## config.mk

```make
export PLATFORM = sky130hd
export DESIGN_NAME = uart_tx
export DESIGN_NICKNAME = d
export VERILOG_FILES = /design/src/rtl/uart_tx.sv
export SDC_FILE = /design/constraint.sdc
export NUM_CORES = 1
export LEC_CHECK = 0
export ABC_AREA = 1
export ABC_CLOCK_PERIOD_IN_PS = 1800
export BUFFER_PORTS_ARGS = -buffer_cell sky130_fd_sc_hd__buf_2
export CAP_MARGIN = 5
export CORE_MARGIN = 3
export CORE_UTILIZATION = 35
export CTS_CLUSTER_DIAMETER = 120
export DETAILED_ROUTE_END_ITERATION = 10
export MAX_ROUTING_LAYER = met4
export PLACE_DENSITY = 0.62
export SETUP_SLACK_MARGIN = 0.5
export SLEW_MARGIN = 20
export SYNTH_ARGS = -nofsm -noshare
export SYNTH_HDL_FRONTEND = slang
export SYNTH_SLANG_ARGS = --single-unit
```

## constraint.sdc

```tcl
create_clock -name clk -period 1.8 [get_ports clk]
set_input_delay 0.09 -clock clk [delete_from_list [all_inputs] [get_ports clk]]
set_output_delay 0.09 -clock clk [all_outputs]
set_load 0.01 [all_outputs]
```

## src/rtl/uart_tx.sv

```systemverilog
// uart_tx -- self-contained UART transmitter that repeats the ROM message
// "HELLO\r\n" (0x48 0x45 0x4C 0x4C 0x4F 0x0D 0x0A) forever, gated by CTS.
//
// Ports:
//   clk        in   system clock, rising edge
//   rst_n      in   asynchronous active-low reset (async assert, sync release
//                   is the responsibility of the reset source)
//   UARTn_CTS  in   clear-to-send, active high, asynchronous to clk
//   UARTn_TXD  out  serial line, idles high, 8N1 LSB first (registered)
//
// Parameters:
//   CLK_FREQ_HZ, BAUD_RATE  -> CLKS_PER_BIT = CLK_FREQ_HZ / BAUD_RATE (floor)
//   STOP_BITS               -> 1 or 2
//
// Optional feature macro: UART_TX_PARITY_EN
//   Defined  : an even-parity bit follows the 8 data bits (8E1 framing).
//   Undefined: plain 8N1, no parity state or logic.
//
// Flow control: CTS is a level, not a pulse. A frame may only start on a
// cycle where the synchronised CTS (cts_s) is 1; once started, a frame always
// runs to the end of its stop bit(s) regardless of CTS.
//
// The FSM state is held in state_q (type state_t) for checkers to bind to.
module uart_tx #(
  parameter int CLK_FREQ_HZ = 150_000_000,
  parameter int BAUD_RATE   = 9600,
  parameter int STOP_BITS   = 1
) (
  input  logic clk,
  input  logic rst_n,
  input  logic UARTn_CTS,
  output logic UARTn_TXD
);

  localparam int CLKS_PER_BIT = CLK_FREQ_HZ / BAUD_RATE;
  // Guarded so an illegal configuration still elaborates far enough to report.
  localparam int CW = (CLKS_PER_BIT < 2) ? 1 : $clog2(CLKS_PER_BIT);
  localparam logic [CW-1:0] BAUD_LAST = CW'(CLKS_PER_BIT - 1);
  localparam logic [2:0]    STOP_LAST = 3'(STOP_BITS - 1);

`ifdef UART_TX_PARITY_EN
  // Shift register carries the parity bit above the data byte so the parity
  // state simply transmits bit 0 after the eighth shift.
  localparam int SW = 9;
`else
  localparam int SW = 8;
`endif

  if (CLKS_PER_BIT < 2) begin : g_bad_baud
    $error("uart_tx: CLKS_PER_BIT must be at least 2");
  end
  if (STOP_BITS != 1 && STOP_BITS != 2) begin : g_bad_stop
    $error("uart_tx: STOP_BITS must be 1 or 2");
  end

`ifdef UART_TX_PARITY_EN
  typedef enum logic [2:0] {
    IDLE   = 3'd0,
    START  = 3'd1,
    DATA   = 3'd2,
    STOP   = 3'd3,
    PARITY = 3'd4
  } state_t;
`else
  typedef enum logic [2:0] {
    IDLE  = 3'd0,
    START = 3'd1,
    DATA  = 3'd2,
    STOP  = 3'd3
  } state_t;
`endif

  state_t          state_q, state_d;
  logic [CW-1:0]   baud_q, baud_d;
  logic [2:0]      bit_q, bit_d;     // data bit index, reused as stop-bit index
  logic [2:0]      idx_q, idx_d;     // ROM index 0..6
  logic [SW-1:0]   shift_q, shift_d;
  logic            txd_q, txd_d;
  logic            cts_meta, cts_s;
  logic            baud_done;

  function automatic logic [7:0] rom_byte(input logic [2:0] i);
    case (i)
      3'd0:    rom_byte = 8'h48;
      3'd1:    rom_byte = 8'h45;
      3'd2:    rom_byte = 8'h4C;
      3'd3:    rom_byte = 8'h4C;
      3'd4:    rom_byte = 8'h4F;
      3'd5:    rom_byte = 8'h0D;
      3'd6:    rom_byte = 8'h0A;
      default: rom_byte = 8'h48;
    endcase
  endfunction

  function automatic logic [SW-1:0] load_word(input logic [2:0] i);
    logic [7:0] b;
    b = rom_byte(i);
`ifdef UART_TX_PARITY_EN
    load_word = {^b, b};
`else
    load_word = b;
`endif
  endfunction

  // Two-flop CTS synchroniser. The if() form means an X/Z pin takes the else
  // branch in simulation, so an undriven pin is treated as not-clear.
  always_ff @(posedge clk or negedge rst_n) begin
    if (!rst_n) begin
      cts_meta <= 1'b0;
      cts_s    <= 1'b0;
    end else begin
      if (UARTn_CTS) cts_meta <= 1'b1;
      else           cts_meta <= 1'b0;
      cts_s <= cts_meta;
    end
  end

  assign baud_done = (baud_q == BAUD_LAST);

  always_ff @(posedge clk or negedge rst_n) begin
    if (!rst_n) begin
      state_q <= IDLE;
      baud_q  <= '0;
      bit_q   <= '0;
      idx_q   <= '0;
      shift_q <= '0;
      txd_q   <= 1'b1;
    end else begin
      state_q <= state_d;
      baud_q  <= baud_d;
      bit_q   <= bit_d;
      idx_q   <= idx_d;
      shift_q <= shift_d;
      txd_q   <= txd_d;
    end
  end

  always_comb begin
    state_d = state_q;
    baud_d  = baud_q;
    bit_d   = bit_q;
    idx_d   = idx_q;
    shift_d = shift_q;
    txd_d   = 1'b1;

    case (state_q)
      IDLE: begin
        if (cts_s) begin
          state_d = START;
          shift_d = load_word(idx_q);
          baud_d  = '0;
          bit_d   = '0;
        end
      end

      START: begin
        if (baud_done) begin
          state_d = DATA;
          baud_d  = '0;
          bit_d   = '0;
        end else begin
          baud_d = baud_q + CW'(1);
        end
      end

      DATA: begin
        if (baud_done) begin
          baud_d  = '0;
          shift_d = shift_q >> 1;
          if (bit_q == 3'd7) begin
            bit_d = '0;
`ifdef UART_TX_PARITY_EN
            state_d = PARITY;
`else
            state_d = STOP;
`endif
          end else begin
            bit_d = bit_q + 3'd1;
          end
        end else begin
          baud_d = baud_q + CW'(1);
        end
      end

`ifdef UART_TX_PARITY_EN
      PARITY: begin
        if (baud_done) begin
          state_d = STOP;
          baud_d  = '0;
          bit_d   = '0;
        end else begin
          baud_d = baud_q + CW'(1);
        end
      end
`endif

      STOP: begin
        if (baud_done) begin
          baud_d = '0;
          if (bit_q == STOP_LAST) begin
            bit_d = '0;
            idx_d = (idx_q == 3'd6) ? 3'd0 : idx_q + 3'd1;
            // Back-to-back: start the next frame on this same edge, no gap.
            if (cts_s) begin
              state_d = START;
              shift_d = load_word(idx_d);
            end else begin
              state_d = IDLE;
            end
          end else begin
            bit_d = bit_q + 3'd1;
          end
        end else begin
          baud_d = baud_q + CW'(1);
        end
      end

      default: begin
        state_d = IDLE;
      end
    endcase

    // TXD is registered from the state being entered, so the line changes on
    // the same edge as the state.
    case (state_d)
      START:   txd_d = 1'b0;
      DATA:    txd_d = shift_d[0];
`ifdef UART_TX_PARITY_EN
      PARITY:  txd_d = shift_d[0];
`endif
      default: txd_d = 1'b1;
    endcase
  end

  assign UARTn_TXD = txd_q;

endmodule

```

==> results of run 1 <==
per-layer routing:
metal	part of all wire [%]	GRT usage [%]	vias to the layer above
li1	-	-	917
met1	47	18.9	879
met2	49	21.4	36
met3	2.4	2.38	13
met4	2.1	6.84	0
met5	0	-	-
cell families (layout without fill, tap and decap cells):
kind of cell	Yosys count	count (layout)
AND/OR/NAND/NOR	143	143
buffers and inverters	43	73
AO/OA/AOI/OAI	33	33
flip-flops	33	33
adder cells (fa/ha/maj)	6	6
XOR/XNOR	6	6
other	1	1
flip-flops by register name, summed over array words and instances (netlist names):
signal     cells
cts_meta       1
UARTn_TXD      1
shift_q        7
baud_q        14
idx_q          3
cts_s          1
bit_q          3
state_q        3
worst max-delay path, cell delays in order (launching register included):
cell and delay, ns:
dfrtp_1 0.41, inv_2 0.09, ha_4 0.14, nand2_2 0.06
inv_2 0.06, nand2_2 0.05, nor2_4 0.13, nand2_4 0.09
a21oi_4 0.22, buf_6 0.14, buf_16 0.12, a211oi_2 0.03
how the worst min path moves through the flow:
stage,slack [ns],endpoint,cells past startpoint
after detailed placement,0.20,cts_meta,1
after floorplan,-0.21,baud_q[0],0
final,0.39,cts_s,0
after CTS,0.38,cts_s,0
after global routing,0.38,cts_s,0
after global placement,0.20,idx_q[2],1
timing repair:
item	in CTS	in global routing
setup endpoints to repair	30	30
pin swaps	7	12
endpoints found under the hold margin	33	0
buffers inserted	11	6
hold buffers	2	0
cloned	1	0
gates resized for setup	11	28
cell usage in the layout (no fill, tap or decap), drive strengths merged, types with 2 or more instances in the layout:
master and n:
xor2 6, a211oi 3, nand4 7, dlygate4sd3 2
inv 39, nand2 55, nor2 39, o21ai 18
a21oi 10, nand3 30, nor3 9, clkbuf 7
dfrtp 32, buf 25, ha 6
cell type report:
class / count / area share (%)
Multi-Input combinational cell: 189 / 46.3
Sequential cell: 33 / 31.6
Timing Repair Buffer: 27 / 9.60
Inverter: 39 / 5.78
Tap cell: 72 / 3.44
Clock buffer: 7 / 3.30
power by group through the flow:
stage / Clock [W] / Combinational (W) / Sequential [W]
after CTS: 0.000582 / 0.000218 / 0.000799
after detailed placement: 0 / 0.000175 / 0.000812
final: 0.000564 / 0.000244 / 0.000801
after global placement: 0 / 0.000170 / 0.000811
after global routing: 0.000610 / 0.000271 / 0.000803
after floorplan: 0 / 0.000127 / 0.000806
through the flow:
step                      cells  utilization (%)  area, um^2  setup WS [ns]  power, W
after floorplan             265                -        2120          0.242  0.000934
final                       367             46.7        2620          0.119   0.00161
after global placement      340             39.7        2230         0.0986  0.000980
after global routing        367             46.7        2620         0.0208   0.00168
after detailed placement    340             39.7        2230         0.0679  0.000987
after CTS                   361             44.2        2480          0.158   0.00160
==> metrics.txt, run 1 <==
Fin Hold WS around 0.39 ns; vias in the first global route between 1500 and 2000; DP Wirelength around 3100 um; maximum vdd drop 0.000421 V; first-iteration detailed-routing DRC count roughly 100; Routed WL 4770 um; sequential fraction of design power 49.8%; drt pass-1 iters 4; flop2flop setup slack 0.12 ns; sequential cell area fraction in the yosys report 40.1%; worst-skew pair later-pin latency 0.28 ns; CP Capture Point baud_q[13]; total die area 6860 um^2; Tcrit/Tclk final 93.4%; Filler Cell Count 547; mux contribution to synthesized area 0%; Die W 82.8 um; CP startpoint kind register; maximum number of pins on one net before global-route repair 34; Max Slew Vio Count 0; area grow syn2layout 26.8%; syn nets 274; FF+latch area 827 um^2; setup TNS 0 ns; Synth area leader dfrtp_1; die height 82.8 um; Register-to-Register Path Depth 11; hold crit path type reg -> reg; DR WL/cell 13.0 um; status finished, final reports clean; CTS H-Tree Depth 2; CTS tree built; XOR/XNOR Fraction of Synth Area 2.55%; first-pass GRT wire length 7960 um; dominant cell by count in the synthesized netlist nand2_1; setup violators final 0; site row count 27; r2r endpoint baud_q[13]; root buf cell clkbuf_8; core area 5610 um^2; Ys Warns 0; Switching Power 0.000425 W; critical path peak fanout 6; Max Cap Viol 0; Clk pin slew, worst setup/hold paths 0.07 ns; clock group share of total power 35.1%; clock sinks 33; layout cells sized above 1 34.9%; maximum buffer depth of the clock tree 2; largest cells by area after synthesis dfrtp_1 39%, nand2_1 7.8%, nand3_1 6.5%; Setup Skew 0.00472 ns; Hold Vio Cnt, Final 0; synth cell count leaders 43 x nand2_1, 32 x dfrtp_1, 30 x inv_1, 30 x nor2_1, 27 x nand3_1; layout net count 304; main combinational cell family by area after synthesis simple AND/OR/NAND/NOR gates; Logic pwr share 15.2%; Post-synth ARST share 100%; actual slew at the worst max-slew pin 0.762 ns; Slew headroom 49.2%; Post-synth EDFFs 0; Multi-input gate area roughly 1200 um^2; post-synthesis simple-gate area fraction 35.0%; ANT cells 0; critical hold path startpoint cts_meta; overall routing resource usage 14.3%; area share of fa/ha/maj cells after synthesis under 10%; post-synthesis cell type count 32; worst path required time 1.96 ns; initial antenna violation count 0; syn avg cell area 7.79 um^2; via/cell ratio 5.03; Mapped Area 2060 um^2; number of remaining DRC errors 0; total global routing overflow 0; Final ANT Viol Nets 0; RR Startpoint baud_q[0]; fin crit period 1.68 ns; P_int 0.00118 W; RD Place Congestion 0.834; CP Capture Type register; #FFs+latches synth 33; TritonCTS buffer count 5; IO buf count 3; maximum clock frequency 0.595 GHz; CP Launch Point baud_q[0]; Primary FF master, synth dfrtp_1; RSZ-0062 raised after global routing yes; sw frac between 20% and 30%; critical path class reg -> reg; Worst EP arrival 1.84 ns; Syn Inst Count 265; Leakage 1.19 nW; DR vias 1845; pwr dens 615 nW/um^2; Ports 4; Initial Utilization a little under two fifths; share of the synthesized area in the top cell type 38.8%; Synth Area in Compound Gates 9.70%
Note: power is estimated with default switching activity, not from simulation.
==> inputs of run 2 (changes only) <==
--- a/config.mk
+++ b/config.mk
@@ -15,6 +15,7 @@
 export DETAILED_ROUTE_END_ITERATION = 10
 export MAX_ROUTING_LAYER = met4
 export PLACE_DENSITY = 0.62
+export REMOVE_ABC_BUFFERS = 1
 export SETUP_SLACK_MARGIN = 0.5
 export SLEW_MARGIN = 20
 export SYNTH_ARGS = -nofsm -noshare
==> run 2 against run 1 <==
  * Non-clock buffer count increased by 3
  * Hold slack got worse by 0.036 ns
  * Sequential cell count unchanged
  * Die area stayed put
  * Cell area is 0.24% lower
  * Combinational power is 4% lower
  * Core utilization is 0.11 points lower
  * Global-route usage increased by 0.86 points
  * Register-to-register slack got worse by 0.02 ns
  * Critical path type unchanged
  * Highest routed layer unchanged
==> metrics.txt, run 2 (synthesized netlist as in run 1, its figures left out) <==
core area 5610 um^2; Initial Utilization 36.8%; r2r endpoint baud_q[4]; maximum vdd drop 0.000376 V; vias in the first global route 1828; layout cells sized above 1 about a third; maximum clock frequency 0.587 GHz; layout net count 307; pwr dens 614 nW/um^2; Leakage 1.22 nW; Ports 4; total global routing overflow 0; first-pass GRT wire length 8440 um; status finished, final reports clean; IO buf count 3; critical path peak fanout 9; area grow syn2layout 26.5%; most frequent cells in the layout 36 x nand2_1, 32 x dfrtp_1, 25 x inv_1; fin crit period between 1.5 and 2 ns; clock sinks 33; Routed WL 4940 um; drt pass-1 iters 4; CTS H-Tree Depth 2; root buf cell clkbuf_8; RR Startpoint baud_q[1]; initial antenna violation count 0; maximum buffer depth of the clock tree 2; DR vias roughly 1900; Setup Skew 0.00512 ns; hold crit path type reg -> reg; actual slew at the worst max-slew pin 0.738 ns; CP startpoint kind register; Final ANT Viol Nets 0; worst-skew pair later-pin latency 0.28 ns; CP Capture Point baud_q[4]; Hold Vio Cnt, Final 0; overall routing resource usage 15.2%; critical path class reg -> reg; Worst EP arrival 1.86 ns; CP Launch Point baud_q[1]; setup TNS 0 ns; setup violators final 0; number of remaining DRC errors 0; DP Wirelength 3140 um; Tcrit/Tclk final 94.6%; ANT cells 0; Max Cap Viol 0; Clk pin slew, worst setup/hold paths 0.06 ns; Biggest register baud_q; commonest non-fill, non-tap cell in the layout nand2_1; Max Slew Vio Count 0; Slew headroom 50.8%; RD Place Congestion between 0.8 and 0.9; DR WL/cell 13.3 um; RSZ-0062 raised after global routing yes; CP Capture Type register; flop2flop setup slack 0.1 ns; first-iteration detailed-routing DRC count 166; CTS tree built; total die area between 6000 and 7000 um^2; via/cell ratio about 5; die height 82.8 um; maximum number of pins on one net before global-route repair 34; max reg flops 14; TritonCTS buffer count 5; worst path required time 1.96 ns; area post-placement around 2200 um^2; biggest regs baud_q: 14 flops, shift_q: 7 flops; Register-to-Register Path Depth 11; Die W 82.8 um; site row count 27; fin area 2610 um^2
-- run 2: cell types whose count changed in the layout (fill, tap and decap cells not counted), moves of 3 or more --
cell / before / now
nor2_2: 12 / 5
buf_4: 15 / 21
nand3_1: 25 / 21
nand3_2: 4 / 8
nor2_1: 19 / 23
nand2_1: 39 / 36
nor2_4: 8 / 11
nor3_1: 5 / 8
nor3_2: 4 / 1
-- run 2: timing repair --
item / in CTS / in global routing
hold buffers: 2 / 0
endpoints found under the hold margin: 33 / 0
setup endpoints to repair: 30 / 30
buffers inserted: 7 / 9
gates resized for setup: 28 / 22
pin swaps: 12 / 15
-- run 2: critical path: stages, from the launching register on --
cell and delay (ns):
dfrtp_1 0.41, inv_2 0.09, ha_4 0.15, nand2_2 0.06, inv_2 0.06, nand2_2 0.07
nor2_4 0.15, nand2_4 0.09, a21oi_4 0.16, buf_12 0.15, buf_4 0.13, nor3_1 0.05
-- run 2: per-layer routing --
metal	GRT usage, %	vias up	part of all wire (%)
li1	-	919	-
met1	19.2	874	45
met2	23.1	47	48
met3	3.37	18	4.5
met4	6.98	0	2.7
met5	-	-	0
-- run 2: worst min-delay path by stage --
stage / start / endpoint / depth (start not counted) / slack, ns
2_1_floorplan: rst_n / baud_q[0] / 0 / -0.21
4_1_cts: cts_meta / cts_s / 0 / 0.35
5_1_grt: cts_meta / cts_s / 0 / 0.36
6_report: cts_meta / cts_s / 0 / 0.35
3_3_place_gp: rst_n / idx_q[2] / 1 / 0.20
3_5_place_dp: rst_n / idx_q[2] / 1 / 0.20
-- run 2: where the power goes --
part / total [W] / switching (W) / internal, W
clock: 0.000572 / 0.000260 / 0.000312
sequential: 0.000799 / 0.0000266 / 0.000772
combinational: 0.000234 / 0.000133 / 0.000101
total: 0.00160 / 0.000419 / 0.00119
-- run 2: final cells by class --
type                       count  area [um^2]
timing repair buffer          30          246
clock buffer                   8         90.1
multi-input combinational    189         1210
sequential                    33          827
tap                           72         90.1
inverter                      39          149
fill                         578         3000
-- run 2: stage by stage --
stage          worst slack [ns]  cells  hold WS, ns  utilization [%]  total power [W]
2_1_floorplan             0.137    261       -0.206                -         0.000909
3_3_place_gp             0.0688    345        0.200             39.2         0.000967
3_5_place_dp             0.0230    345        0.202             39.2         0.000970
4_1_cts                   0.166    362        0.353             43.9          0.00160
5_1_grt                 0.00837    371        0.359             46.6          0.00169
6_report                 0.0970    371        0.350             46.6          0.00160
==> inputs of run 3 (changes only) <==
--- a/config.mk
+++ b/config.mk
@@ -6,7 +6,7 @@
 export NUM_CORES = 1
 export LEC_CHECK = 0
 export ABC_AREA = 1
-export ABC_CLOCK_PERIOD_IN_PS = 1800
+export ABC_CLOCK_PERIOD_IN_PS = 2200
 export BUFFER_PORTS_ARGS = -buffer_cell sky130_fd_sc_hd__buf_2
 export CAP_MARGIN = 5
 export CORE_MARGIN = 3
@@ -14,7 +14,7 @@
 export CTS_CLUSTER_DIAMETER = 120
 export DETAILED_ROUTE_END_ITERATION = 10
 export MAX_ROUTING_LAYER = met4
-export PLACE_DENSITY = 0.62
+export PLACE_DENSITY = 0.61
 export REMOVE_ABC_BUFFERS = 1
 export SETUP_SLACK_MARGIN = 0.5
 export SLEW_MARGIN = 20
==> constraint.sdc (replaced) <==
create_clock -name clk -period 2.2 [get_ports clk]
set_input_delay 0.11 -clock clk [delete_from_list [all_inputs] [get_ports clk]]
set_output_delay 0.11 -clock clk [all_outputs]
set_load 0.01 [all_outputs]
==> run 3 against run 2 <==
  * Critical endpoint is now shift_q[1]
  * Final cell count decreased by 2.7%
  * Cell area shrank 5.5%
  * Register-to-register slack improved by 0.44 ns
  * Clock power is 21% lower
==> metrics.txt, run 3 (synthesized netlist as in run 1, its figures left out) <==
maximum number of pins on one net before global-route repair 34; overall routing resource usage 13.8%; Max stage delay on crit path 0.40 ns; die height between 80 and 90 um; total global routing overflow 0; Max Cap Viol 0; fin crit period roughly 1.7 ns; area grow syn2layout 19.6%; most used cell, CP nand2_2; layout net count 297; Final ANT Viol Nets 0; worst-skew pair later-pin latency 0.29 ns; layout cells sized above 1 29.1%; setup TNS 0 ns; Tcrit/Tclk final approximately three quarters; setup violators final 0; sequential fraction of design power 51.2%; Initial Utilization 36.8%; IO buf count 3; Multi-input gate area approximately 1200 um^2; CP max stage cell dfrtp_1; Ports 4; commonest non-fill, non-tap cell in the layout nand2_1; CP Capture Type register; RSZ-0062 raised after global routing yes; DR vias 1837; Routed WL about 4700 um; Biggest register baud_q; RD Place Congestion 0.959; P_int 0.000922 W; total die area between 6000 and 7000 um^2; sw frac 27.8%; Fin Hold WS 0.353 ns; critical path peak fanout 7; first-iteration detailed-routing DRC count 113; Setup Skew 0.00838 ns; root buf cell clkbuf_8; DP Wirelength roughly 3000 um; Logic pwr share 13.7%; critical path class reg -> reg; hold crit path type reg -> reg; fin area 2470 um^2; Leakage 1.14 nW; CTS tree built; most frequent cells in the layout 41 x nand2_1, 29 x dfrtp_1, 27 x inv_1; initial antenna violation count 0; biggest regs baud_q: 14 flops, shift_q: 7 flops; vias in the first global route 1683; FF+latch area 831 um^2; Layout Utilization 44.0%; worst path required time 2.38 ns; Hold Vio Cnt, Final 0; Clk pin slew, worst setup/hold paths 0.07 ns; core area around 5600 um^2; actual slew at the worst max-slew pin between 0.7 and 0.8 ns; Slew headroom 50.4%; status finished, final reports clean; TritonCTS buffer count 5; clock sinks 33; DR WL/cell 12.9 um; via/cell ratio 5.09; site row count 27; Max Slew Vio Count 0; Filler Cell Count 588; Worst EP arrival 1.85 ns; total power 0.00128 W; CP bufs+invs 1; CP startpoint kind register; clock group share of total power roughly a third; area post-placement 2130 um^2; number of remaining DRC errors 0; maximum vdd drop approximately 0.00025 V; drt pass-1 iters 4; worst path cell trace inv_2 > ha_4 > nand3_4 > nor2_4 > nand2_4 > nand2_2 > o21ai_2 > or2_4 > nand2_2 > nand3_2; max reg flops 14; delay-heaviest family, CP simple AND/OR/NAND/NOR gates; maximum clock frequency 0.602 GHz; first-pass GRT wire length 7620 um; Die W between 80 and 90 um; ANT cells 0; Switching Power 0.000356 W; CTS H-Tree Depth 2; maximum buffer depth of the clock tree 2; pwr dens 517 nW/um^2
## run 3: final cells by class
class                           instances  area share [%]
Multi-Input combinational cell        190            47.2
Sequential cell                        33            33.6
Clock buffer                            6            2.94
Clock inverter                          2           0.405
Timing Repair Buffer                   19            6.18
Tap cell                               72            3.65
Inverter                               39            6.03
## run 3: metrics by stage
stage	cells	worst slack [ns]
6_report	361	0.539
4_1_cts	350	0.501
3_3_place_gp	336	0.389
3_5_place_dp	336	0.330
2_1_floorplan	261	0.537
5_1_grt	361	0.395
## run 3: power groups by stage
stage | sequential (W) | combinational (W) | clock (W)
floorplan | 0.000660 | 0.0000834 | 0
global placement | 0.000663 | 0.000119 | 0
detailed placement | 0.000664 | 0.000119 | 0
CTS | 0.000651 | 0.000142 | 0.000465
global route | 0.000657 | 0.000196 | 0.000497
finish | 0.000654 | 0.000175 | 0.000450
## run 3: final timing paths
| kind | slack [ns] | from | endpoint | cells after the start |
|---|---|---|---|---|
| hold / removal | 0.35 | cts_meta | cts_s | 0 |
| max in group asynchronous | 1.26 | rst_n | baud_q[5] | 2 |
| hold reg to reg | 0.35 | cts_meta | cts_s | 0 |
| setup / recovery | 0.54 | baud_q[0] | shift_q[1] | 10 |
| min in group asynchronous | 0.41 | rst_n | idx_q[1] | 2 |
| setup reg to reg | 0.54 | baud_q[0] | shift_q[1] | 10 |
## run 3: metal layers
layer / global-route usage [%] / vias up / share of wire, %
met4: 5.05 / 0 / 2.2
met2: 20.2 / 35 / 48
met1: 18.0 / 880 / 47
met5: - / - / 0
li1: - / 913 / -
met3: 4.46 / 9 / 3.1
## run 3: repair_timing
action,in CTS,in global routing
setup endpoints to repair,23,26
setup buffers,4,10
pin swaps,5,14
hold buffers,2,0
gates cloned,0,1
hold endpoints to repair,33,0
resized for setup,8,24
